File: src/rtl/onehot_decoder_seq_pkg.sv
// Shared definitions for the one-hot decoder: default widths, FSM state
// encoding and the layout of a queued request.
package onehot_decoder_seq_pkg;

  localparam int unsigned IDX_W_DEF  = 2;
  localparam int unsigned OUT_W_DEF  = 4;
  localparam int unsigned DEPTH_DEF  = 4;
  localparam int unsigned HOLD_W_DEF = 4;

  typedef enum logic {
    ST_IDLE = 1'b0,
    ST_HOLD = 1'b1
  } state_e;

  // Queued request at default widths; enable sits above the index.
  typedef struct packed {
    logic                 en;
    logic [IDX_W_DEF-1:0] idx;
  } entry_t;

endpackage

File: src/rtl/onehot_decoder_seq_if.sv
// Valid/ready request channel carrying an encoded index plus decoder enable.
interface onehot_decoder_seq_if
  import onehot_decoder_seq_pkg::*;
#(
  parameter int unsigned IDX_W = IDX_W_DEF
);

  logic             in_valid;
  logic             in_ready;
  logic [IDX_W-1:0] in_idx;
  logic             in_en;

  modport master (output in_valid, in_idx, in_en, input in_ready);
  modport slave  (input in_valid, in_idx, in_en, output in_ready);

endinterface

File: src/rtl/onehot_decoder_seq_sync_fifo.sv
// Single-clock FIFO with registered occupancy, synchronous flush and a
// first-word-fall-through read port.
module onehot_decoder_seq_sync_fifo #(
  parameter int unsigned DEPTH = 4,
  parameter int unsigned WIDTH = 3
) (
  input  logic                       clk,
  input  logic                       rst,
  input  logic                       clr,
  input  logic                       push,
  input  logic                       pop,
  input  logic [WIDTH-1:0]           wr_data,
  output logic [WIDTH-1:0]           rd_data,
  output logic [$clog2(DEPTH):0]     count,
  output logic                       full,
  output logic                       empty
);

  localparam int unsigned PTR_W = $clog2(DEPTH);
  localparam int unsigned CNT_W = PTR_W + 1;

  logic [WIDTH-1:0] mem [DEPTH];
  logic [PTR_W-1:0] wr_ptr;
  logic [PTR_W-1:0] rd_ptr;
  logic             push_ok;
  logic             pop_ok;

  assign full    = (count == CNT_W'(DEPTH));
  assign empty   = (count == '0);
  assign push_ok = push && !full && !clr;
  assign pop_ok  = pop && !empty && !clr;
  assign rd_data = mem[rd_ptr];

  // Pointers wrap naturally because DEPTH is a power of two.
  always_ff @(posedge clk or posedge rst) begin
    if (rst) begin
      wr_ptr <= '0;
      rd_ptr <= '0;
      count  <= '0;
    end else if (clr) begin
      wr_ptr <= '0;
      rd_ptr <= '0;
      count  <= '0;
    end else begin
      if (push_ok) wr_ptr <= wr_ptr + PTR_W'(1);
      if (pop_ok)  rd_ptr <= rd_ptr + PTR_W'(1);
      case ({push_ok, pop_ok})
        2'b10:   count <= count + CNT_W'(1);
        2'b01:   count <= count - CNT_W'(1);
        default: count <= count;
      endcase
    end
  end

  always_ff @(posedge clk) begin
    if (push_ok) mem[wr_ptr] <= wr_data;
  end

endmodule

File: src/rtl/onehot_decoder_seq.sv
// Buffers encoded index requests and replays each one as a one-hot
// strobe held for a programmable number of cycles.
module onehot_decoder_seq
  import onehot_decoder_seq_pkg::*;
#(
  parameter int unsigned IDX_W  = IDX_W_DEF,
  parameter int unsigned OUT_W  = OUT_W_DEF,
  parameter int unsigned DEPTH  = DEPTH_DEF,
  parameter int unsigned HOLD_W = HOLD_W_DEF
) (
  input  logic                   clk,
  input  logic                   rst,
  input  logic                   clr,
  onehot_decoder_seq_if.slave    bus,
  input  logic [HOLD_W-1:0]      hold_len,
  output logic [OUT_W-1:0]       out_onehot,
  output logic                   out_valid,
  output logic [$clog2(DEPTH):0] count,
  output logic                   ovf_err
);

  localparam int unsigned ENT_W = IDX_W + 1;

  if (OUT_W != (32'd1 << IDX_W)) begin : g_width_check
    $error("onehot_decoder_seq: OUT_W must equal 2**IDX_W");
  end

  state_e            state_q, state_d;
  logic [HOLD_W-1:0] hcnt_q, hcnt_d;
  logic [OUT_W-1:0]  onehot_d;
  logic              valid_d;
  logic              push;
  logic              pop;
  logic              fifo_full;
  logic              fifo_empty;
  logic [ENT_W-1:0]  wr_entry;
  logic [ENT_W-1:0]  rd_entry;
  logic              rd_en;
  logic [IDX_W-1:0]  rd_idx;

  // Entry layout matches entry_t: enable above index.
  assign wr_entry     = {bus.in_en, bus.in_idx};
  assign rd_en        = rd_entry[IDX_W];
  assign rd_idx       = rd_entry[IDX_W-1:0];
  assign bus.in_ready = !fifo_full;
  assign push         = bus.in_valid && !fifo_full && !clr;

  onehot_decoder_seq_sync_fifo #(
    .DEPTH (DEPTH),
    .WIDTH (ENT_W)
  ) u_fifo (
    .clk     (clk),
    .rst     (rst),
    .clr     (clr),
    .push    (push),
    .pop     (pop),
    .wr_data (wr_entry),
    .rd_data (rd_entry),
    .count   (count),
    .full    (fifo_full),
    .empty   (fifo_empty)
  );

  always_ff @(posedge clk or posedge rst) begin
    if (rst) begin
      state_q    <= ST_IDLE;
      hcnt_q     <= '0;
      out_onehot <= '0;
      out_valid  <= 1'b0;
    end else begin
      state_q    <= state_d;
      hcnt_q     <= hcnt_d;
      out_onehot <= onehot_d;
      out_valid  <= valid_d;
    end
  end

  // Next state; a pop always coincides with reloading the outputs.
  always_comb begin
    state_d  = state_q;
    hcnt_d   = hcnt_q;
    onehot_d = out_onehot;
    valid_d  = out_valid;
    pop      = 1'b0;

    if (clr) begin
      state_d  = ST_IDLE;
      hcnt_d   = '0;
      onehot_d = '0;
      valid_d  = 1'b0;
    end else begin
      case (state_q)
        ST_IDLE: begin
          if (!fifo_empty) begin
            pop     = 1'b1;
            state_d = ST_HOLD;
          end
        end
        ST_HOLD: begin
          if (hcnt_q > HOLD_W'(1)) begin
            hcnt_d = hcnt_q - HOLD_W'(1);
          end else if (!fifo_empty) begin
            pop = 1'b1;
          end else begin
            state_d  = ST_IDLE;
            hcnt_d   = '0;
            onehot_d = '0;
            valid_d  = 1'b0;
          end
        end
        default: begin
          state_d  = ST_IDLE;
          hcnt_d   = '0;
          onehot_d = '0;
          valid_d  = 1'b0;
        end
      endcase

      if (pop) begin
        onehot_d = rd_en ? (OUT_W'(1) << rd_idx) : '0;
        valid_d  = 1'b1;
        hcnt_d   = (hold_len == '0) ? HOLD_W'(1) : hold_len;
      end
    end
  end

  // Sticky overflow flag, cleared only by reset.
  always_ff @(posedge clk or posedge rst) begin
    if (rst) begin
      ovf_err <= 1'b0;
    end else if (bus.in_valid && fifo_full) begin
      ovf_err <= 1'b1;
    end
  end

endmodule

File: src/flat_wrapper.sv
// flat-port wrapper written by rule: the top's interface ports become plain ports
module onehot_decoder_seq_flat import onehot_decoder_seq_pkg::*;
#(
  parameter int unsigned IDX_W  = IDX_W_DEF,
  parameter int unsigned OUT_W  = OUT_W_DEF,
  parameter int unsigned DEPTH  = DEPTH_DEF,
  parameter int unsigned HOLD_W = HOLD_W_DEF
)
  (clk, rst, clr, hold_len, out_onehot, out_valid, count, ovf_err, bus_in_valid, bus_in_idx, bus_in_en, bus_in_ready);
  onehot_decoder_seq_if #(.IDX_W(IDX_W)) bus_i ();
  input  logic clk;
  input  logic rst;
  input  logic clr;
  input  logic [HOLD_W-1:0] hold_len;
  output logic [OUT_W-1:0] out_onehot;
  output logic out_valid;
  output logic [$clog2(DEPTH):0] count;
  output logic ovf_err;
  input wire logic [$bits(bus_i.in_valid)-1:0] bus_in_valid;
  input wire logic [$bits(bus_i.in_idx)-1:0] bus_in_idx;
  input wire logic [$bits(bus_i.in_en)-1:0] bus_in_en;
  output wire logic [$bits(bus_i.in_ready)-1:0] bus_in_ready;
  assign bus_i.in_valid = bus_in_valid;
  assign bus_i.in_idx = bus_in_idx;
  assign bus_i.in_en = bus_in_en;
  assign bus_in_ready = bus_i.in_ready;
  onehot_decoder_seq #(.IDX_W(IDX_W), .OUT_W(OUT_W), .DEPTH(DEPTH), .HOLD_W(HOLD_W)) u_core (.clk(clk), .rst(rst), .clr(clr), .bus(bus_i), .hold_len(hold_len), .out_onehot(out_onehot), .out_valid(out_valid), .count(count), .ovf_err(ovf_err));
endmodule
File: config.mk
export PLATFORM = sky130hd
export DESIGN_NAME = onehot_decoder_seq_flat
export DESIGN_NICKNAME = d
export VERILOG_FILES = /design/src/rtl/onehot_decoder_seq_pkg.sv /design/src/rtl/onehot_decoder_seq_if.sv /design/src/rtl/onehot_decoder_seq_sync_fifo.sv /design/src/rtl/onehot_decoder_seq.sv /design/src/flat_wrapper.sv
export SDC_FILE = /design/constraint.sdc
export NUM_CORES = 1
export LEC_CHECK = 0
export CELL_PAD_IN_SITES_DETAIL_PLACEMENT = 2
export CELL_PAD_IN_SITES_GLOBAL_PLACEMENT = 2
export CORE_UTILIZATION = 35
export DETAILED_ROUTE_END_ITERATION = 12
export GPL_ROUTABILITY_DRIVEN = 0
export GPL_TIMING_DRIVEN = 0
export MAX_ROUTING_LAYER = met4
export PLACE_DENSITY = 0.89
export SYNTH_ARGS = -nofsm -noshare
export SYNTH_HDL_FRONTEND = slang
export SYNTH_SLANG_ARGS = --single-unit
File: constraint.sdc
create_clock -name clk -period 3.3 [get_ports clk]
set_clock_uncertainty 0.15 [all_clocks]
set_input_delay 0.495 -clock clk [delete_from_list [all_inputs] [get_ports clk]]
set_output_delay 0.495 -clock clk [all_outputs]
set_load 0.01 [all_outputs]
Word level (Yosys, flattened, before mapping)
Memories as Yosys holds them, arrays and structs flattened.
Cells that the tools add are included.
{ "totals": {"regBits": 18, "input_bits": 11, "out_inout_bits": 10, "memories": 1, "ramBits": 12} }
{ "mem_list": {"columns": ["memory", "depth", "word_bits", "read_ports", "rd_clocked_by_memory_dff", "wr", "line", "text"], "rows": [
  ["u_core.u_fifo.mem", 4, 3, 1, 0, 1, "onehot_decoder_seq_sync_fifo.sv:22", "logic [WIDTH-1:0] mem [DEPTH];"]
]} }
{ "op_classes": {"n_reduce_logical": 20, "n_eq_ne": 4, "magnitude_cmp": 1, "shifts": 1, "muxes": 32, "bitwise_logic": 1, "addsub": 5} }
{ "op_table": {"columns": ["cell", "n"], "rows": [
  ["$mux 4", 11],
  ["$mux 1", 13],
  ["$reduce_bool 3->1", 3],
  ["$mux 2", 4],
  ["$logic_and 1x1->1", 7],
  ["$pmux 3 s2", 1],
  ["$add 2x1->2 const B", 2],
  ["$gt 4x1->1 const B", 1],
  ["$logic_not 4->1", 1],
  ["$pmux 1 s2", 2],
  ["$reduce_bool 2->1", 2],
  ["$reduce_bool 4->1", 1],
  ["$shl 1x2->4 const A", 1],
  ["$sub 4x1->4 const B", 1],
  ["$add 3x1->3 const B", 1],
  ["$eq 3x3->1 const B", 1],
  ["$logic_not 1->1", 3],
  ["$logic_not 3->1", 1],
  ["$mux 3", 1],
  ["$ne 3x3->1 const B", 1],
  ["$reduce_and 3->1", 1],
  ["$sub 3x1->3 const B", 1],
  ["$eq 2x1->1 const B", 1],
  ["$eq 2x2->1 const B", 1],
  ["other kinds (2)", 2]
]} }

Depth between registers and ports, before layout
{ "logic_depth": {"word_depth": 11, "depth_mapped": 9, "mapped_depth_nobuf": 9} }

Modules after synthesis
A second synthesis with hierarchy kept.
{ "hier_totals": {"cells_unflattened": 152, "hier_area_um2": 1716.6} }
{ "by_module_without_submodules": {"columns": ["mod", "cells_per_inst", "area_per_inst_um2", "n_inst"], "rows": [
  ["onehot_decoder_seq_sync_fifo", 85, 1041.0, 1],
  ["onehot_decoder_seq", 67, 675.6, 1]
]} }

Worst setup path before layout
No wires, ideal clock.
{ "synth_path": {"kind": "register to register", "from": "register u_core.hcnt_q[0]", "to": "register u_core.u_fifo.count[1]", "setup_slack_ps": 985, "t_arrival_ps": 2041, "setup_ps": 123, "period_less_slack_ps": 2315, "t_required_ps": 3027, "stages_incl_launch_ff": 10, "cell_sequence": "dfrtp_1 inv_1 ha_1 nor2_1 o31ai_2 nand2_1 nor3b_1 fa_1 nand2b_1 mux2i_1"} }
{ "synth_via": {"elab_chain_cells": 10} }
{ "synth_lines": {"columns": ["item", "line", "text"], "rows": [
  ["from (decl)", "onehot_decoder_seq.sv:29", "logic [HOLD_W-1:0] hcnt_q, hcnt_d;"],
  ["from (signal assigned)", "onehot_decoder_seq.sv:72", "hcnt_q <= hcnt_d;"],
  ["$gt 4x1->1 (*)", "onehot_decoder_seq.sv:100", "if (hcnt_q > HOLD_W'(1)) begin"],
  ["$mux 1 (*)", "onehot_decoder_seq.sv:100", null],
  ["$pmux 1 s2 (*)", "onehot_decoder_seq.sv:92", "case (state_q)"],
  ["$mux 1 (*) (2 in a row)", "onehot_decoder_seq.sv:86", "if (clr) begin"],
  ["$logic_and 1x1->1 (*) (2 in a row)", "onehot_decoder_seq_sync_fifo.sv:31", "assign pop_ok = pop && !empty && !clr;"],
  ["$eq 2x1->1 or $eq 2x2->1 (tied branches)", "onehot_decoder_seq_sync_fifo.sv:47", "case ({push_ok, pop_ok})"],
  ["$pmux 3 s2", "onehot_decoder_seq_sync_fifo.sv:47", null],
  ["$mux 3", "onehot_decoder_seq_sync_fifo.sv:40", "end else if (clr) begin"],
  ["to (signal assigned)", "onehot_decoder_seq_sync_fifo.sv:48", "2'b10: count <= count + CNT_W'(1);"],
  ["to (signal assigned)", "onehot_decoder_seq_sync_fifo.sv:49", "2'b01: count <= count - CNT_W'(1);"],
  ["to (signal assigned)", "onehot_decoder_seq_sync_fifo.sv:50", "default: count <= count;"],
  ["to (decl)", "onehot_decoder_seq_sync_fifo.sv:14", "output logic [$clog2(DEPTH):0] count,"]
]} }
Every way passes the cells marked *; elsewhere a longest branch is shown, timed or not. The select of a mux whose other input is x is not followed.
A chain may end at the register's enable or synchronous reset.

Worst setup path in the final report
Ends and elaborated chain as after synthesis.

==> impl_metrics.tcl <==
set metrics [dict create \
    status "finished clean" \
    cpPeakStageDelay_ns 0.61 \
    clk_latency_ns 0.29 \
    async_flop_share_pct 60.0 \
    fin_nets 177 \
    timing.hold.ws_ns 0.329 \
    cp-start-kind "flip-flop" \
    clkSlewWorstSetupHoldPaths_ns 0.06 \
    drtPass1Iterations 4 \
    timing.final.crit_share_pct 87.3 \
    area_growth_pct 22.3 \
    rows 23 \
    r2r_cells 9 \
    drive_above_1_share_pct 11.9 \
    cts_resized 0 \
    tightest_slew_ns 0.763 \
    place_hpwl_mm 3.11 \
    via_per_inst 5.46 \
    path_cells "inv_1, ha_1, nor2_1, o31ai_2, nand2_1, nor3b_1, fa_1, nand2b_1, mux2i_1" \
    detail_route.wl_per_cell_um 19.7 \
    drv_slew 0 \
    whs_path_depth 2 \
    via_count 1142 \
    pin_count 21 \
    cts_setup_buffers 0 \
    p_leak_nw 0.747 \
    drc_errors 0 \
    grt_max_degree 19 \
    setup_violations 0 \
    antenna_found_initial 0 \
    syn_area_um2 1550 \
    synthCells 134 \
    critPathKind "reg -> reg" \
    crit_slowest_cell "o31ai_2" \
    hold_path.class "reg -> reg" \
    synthFlopType "dfrtp_1" \
    cts.sink_count 30 \
    grt_usage_pct 21.9 \
    ys_ff_latch 30 \
    core-area_um2 4120 \
    crit_path_max_fanout 9 \
    numPortBuffers 18 \
    report.power.total_mw 1.60 \
    power_density_nw_per_um2 847 \
    grt_setup_unrepaired "false" \
    netlist_top_cells_area "dfrtp_1 (29%), edfxtp_1 (23%), ha_1 (4.9%), mux4_2 (4.4%), nor2_1 (3.4%)" \
    fp.dieH_um 68.4 \
    syn_nets 152 \
    cts_root_buf "clkbuf_8" \
    die_x_um 68.4 \
    ant_nets 0 \
    holdBufCountCts 0 \
    final.setup.tns_ns 0 \
    synth-edff-count 12 \
    overflow 0 \
    max_freq_mhz 347 \
    synth_top_cell_by_area "dfrtp_1" \
    initialDrtViolationCount 21 \
    initial_core_util_pct 37.5 \
    finalWirelength_mm 4.12 \
    cts_tree "done" \
    cts_buffers 5 \
    die_area_um2 4680 \
    ir_drop_mv 0.356 \
    cts_buffer_depth 2 \
    grt_pass1_vias 1293 \
    yosysSeqAreaShare_pct 52.5 \
    cp.required_ns 3.33 \
    maxCapViolations 0 \
    yosysUniqueCellTypes 44 \
    diodes 0 \
    syn_area_per_cell_um2 11.5 \
    hold_viol 0 \
    yosysWarnings 0 \
    finish.utilization_pct 45.9 \
    cp.arrival_ns 2.91 \
    cp-end-kind "flip-flop" \
    netlist.area_leader.share_pct 29.1 \
    grt_pass1_wl_mm 6.81 \
    slew_headroom_pct 49.1 \
    min_period_ns 2.88 \
    h-tree-depth 2 \
]
==> where the power goes <==
| part | total [mW] | switching, mW | internal, mW |
|---|---|---|---|
| clock | 0.358 | 0.140 | 0.218 |
| sequential | 0.546 | 0.0799 | 0.466 |
| combinational | 0.697 | 0.395 | 0.303 |
| total | 1.60 | 0.615 | 0.987 |
==> area by class of cell <==
class                   count  area (um^2)
well taps                  50         62.6
clock inverters             2         33.8
clock buffers               5         68.8
inverters                   7         26.3
plain buffers               6         32.5
repair buffers             18          180
fillers                   436         2220
multi-input cells          91          676
flip-flops and latches     30          811
==> metal layers <==
layer	wire length (um)	track usage (%)	vias to the layer above
li1	-	-	533
met1	1680	24.1	576
met2	2210	37.1	25
met3	144	4.50	8
met4	89	10.9	0
met5	0	-	-
==> critical path: cells and delay by family (launching register included) <==
family | cells | cell delay [ns]
mux | 1 | 0.07
buf+inv | 1 | 0.11
simple gates | 4 | 0.75
fa+ha+maj | 2 | 0.65
flops | 1 | 0.42
compound gates | 1 | 0.61
==> state kept, by name, summed over array words and instances, names as in the netlist <==
name	flops
u_core.ovf_err	1
u_core.u_fifo.rd_ptr	2
u_core.u_fifo.wr_ptr	2
u_core.hcnt_q	4
u_core.out_onehot	4
u_core.state_q	1
u_core.u_fifo.mem	12
u_core.out_valid	1
u_core.u_fifo.count	3
==> kinds of logic (layout without fill, tap and decap cells) <==
logic type / Yosys count / count (layout) / synth area share [%]
DFF: 30 / 30 / 52.5
AOI/OAI and AO/OA: 27 / 27 / 13.1
muxes: 6 / 6 / 6.64
xor gates and xnor gates: 3 / 3 / 1.70
adders and majority gates: 7 / 7 / 6.15
buffers and inverters: 13 / 38 / 3.81
and+or+nand+nor: 48 / 48 / 16.1
==> cells in the final DEF, fill, tap and decap left out, drive strengths merged, types with 4 or more instances in the layout <==
cell	n
dfrtp	18
a21oi	6
and2	4
ha	6
nor2	14
nand2	13
nor3	4
clkdlybuf4s50	18
clkbuf	8
o21ai	4
inv	7
edfxtp	12
==> synth_stat cells, types with 2 or more instances <==
cell,count
edfxtp_1,12
mux2i_1,2
nand3_1,2
nor3_1,3
nand2b_1,3
a32o_1,2
clkbuf_1,3
a31oi_1,2
a21oi_1,6
inv_1,7
ha_1,6
nand3b_1,2
o21ai_0,3
mux4_2,3
dfrtp_1,18
buf_2,2
or3_1,2
nand2_1,13
nor2_1,14
xnor2_1,2
and2_1,4
==> final timing paths <==
kind	startpoint	end	slack (ns)
max	u_core.hcnt_q[0]	u_core.u_fifo.count[1]	0.42
max reg2reg	u_core.hcnt_q[0]	u_core.u_fifo.count[1]	0.42
min reg2reg	u_core.out_valid	u_core.out_valid	0.33
min	u_core.out_valid	u_core.out_valid	0.33
min in group asynchronous	rst	u_core.hcnt_q[3]	0.50
max in group asynchronous	rst	u_core.hcnt_q[2]	2.02
==> through the flow <==
step,instances,setup slack [ns],cell area [um^2]
final,209,0.419,1890
after global routing,209,0.204,1890
after CTS,209,0.448,1890
after detailed placement,202,0.480,1790
after global placement,202,0.522,1790
after floorplan,134,0.985,1550
Power figures use the tool's default switching activity.
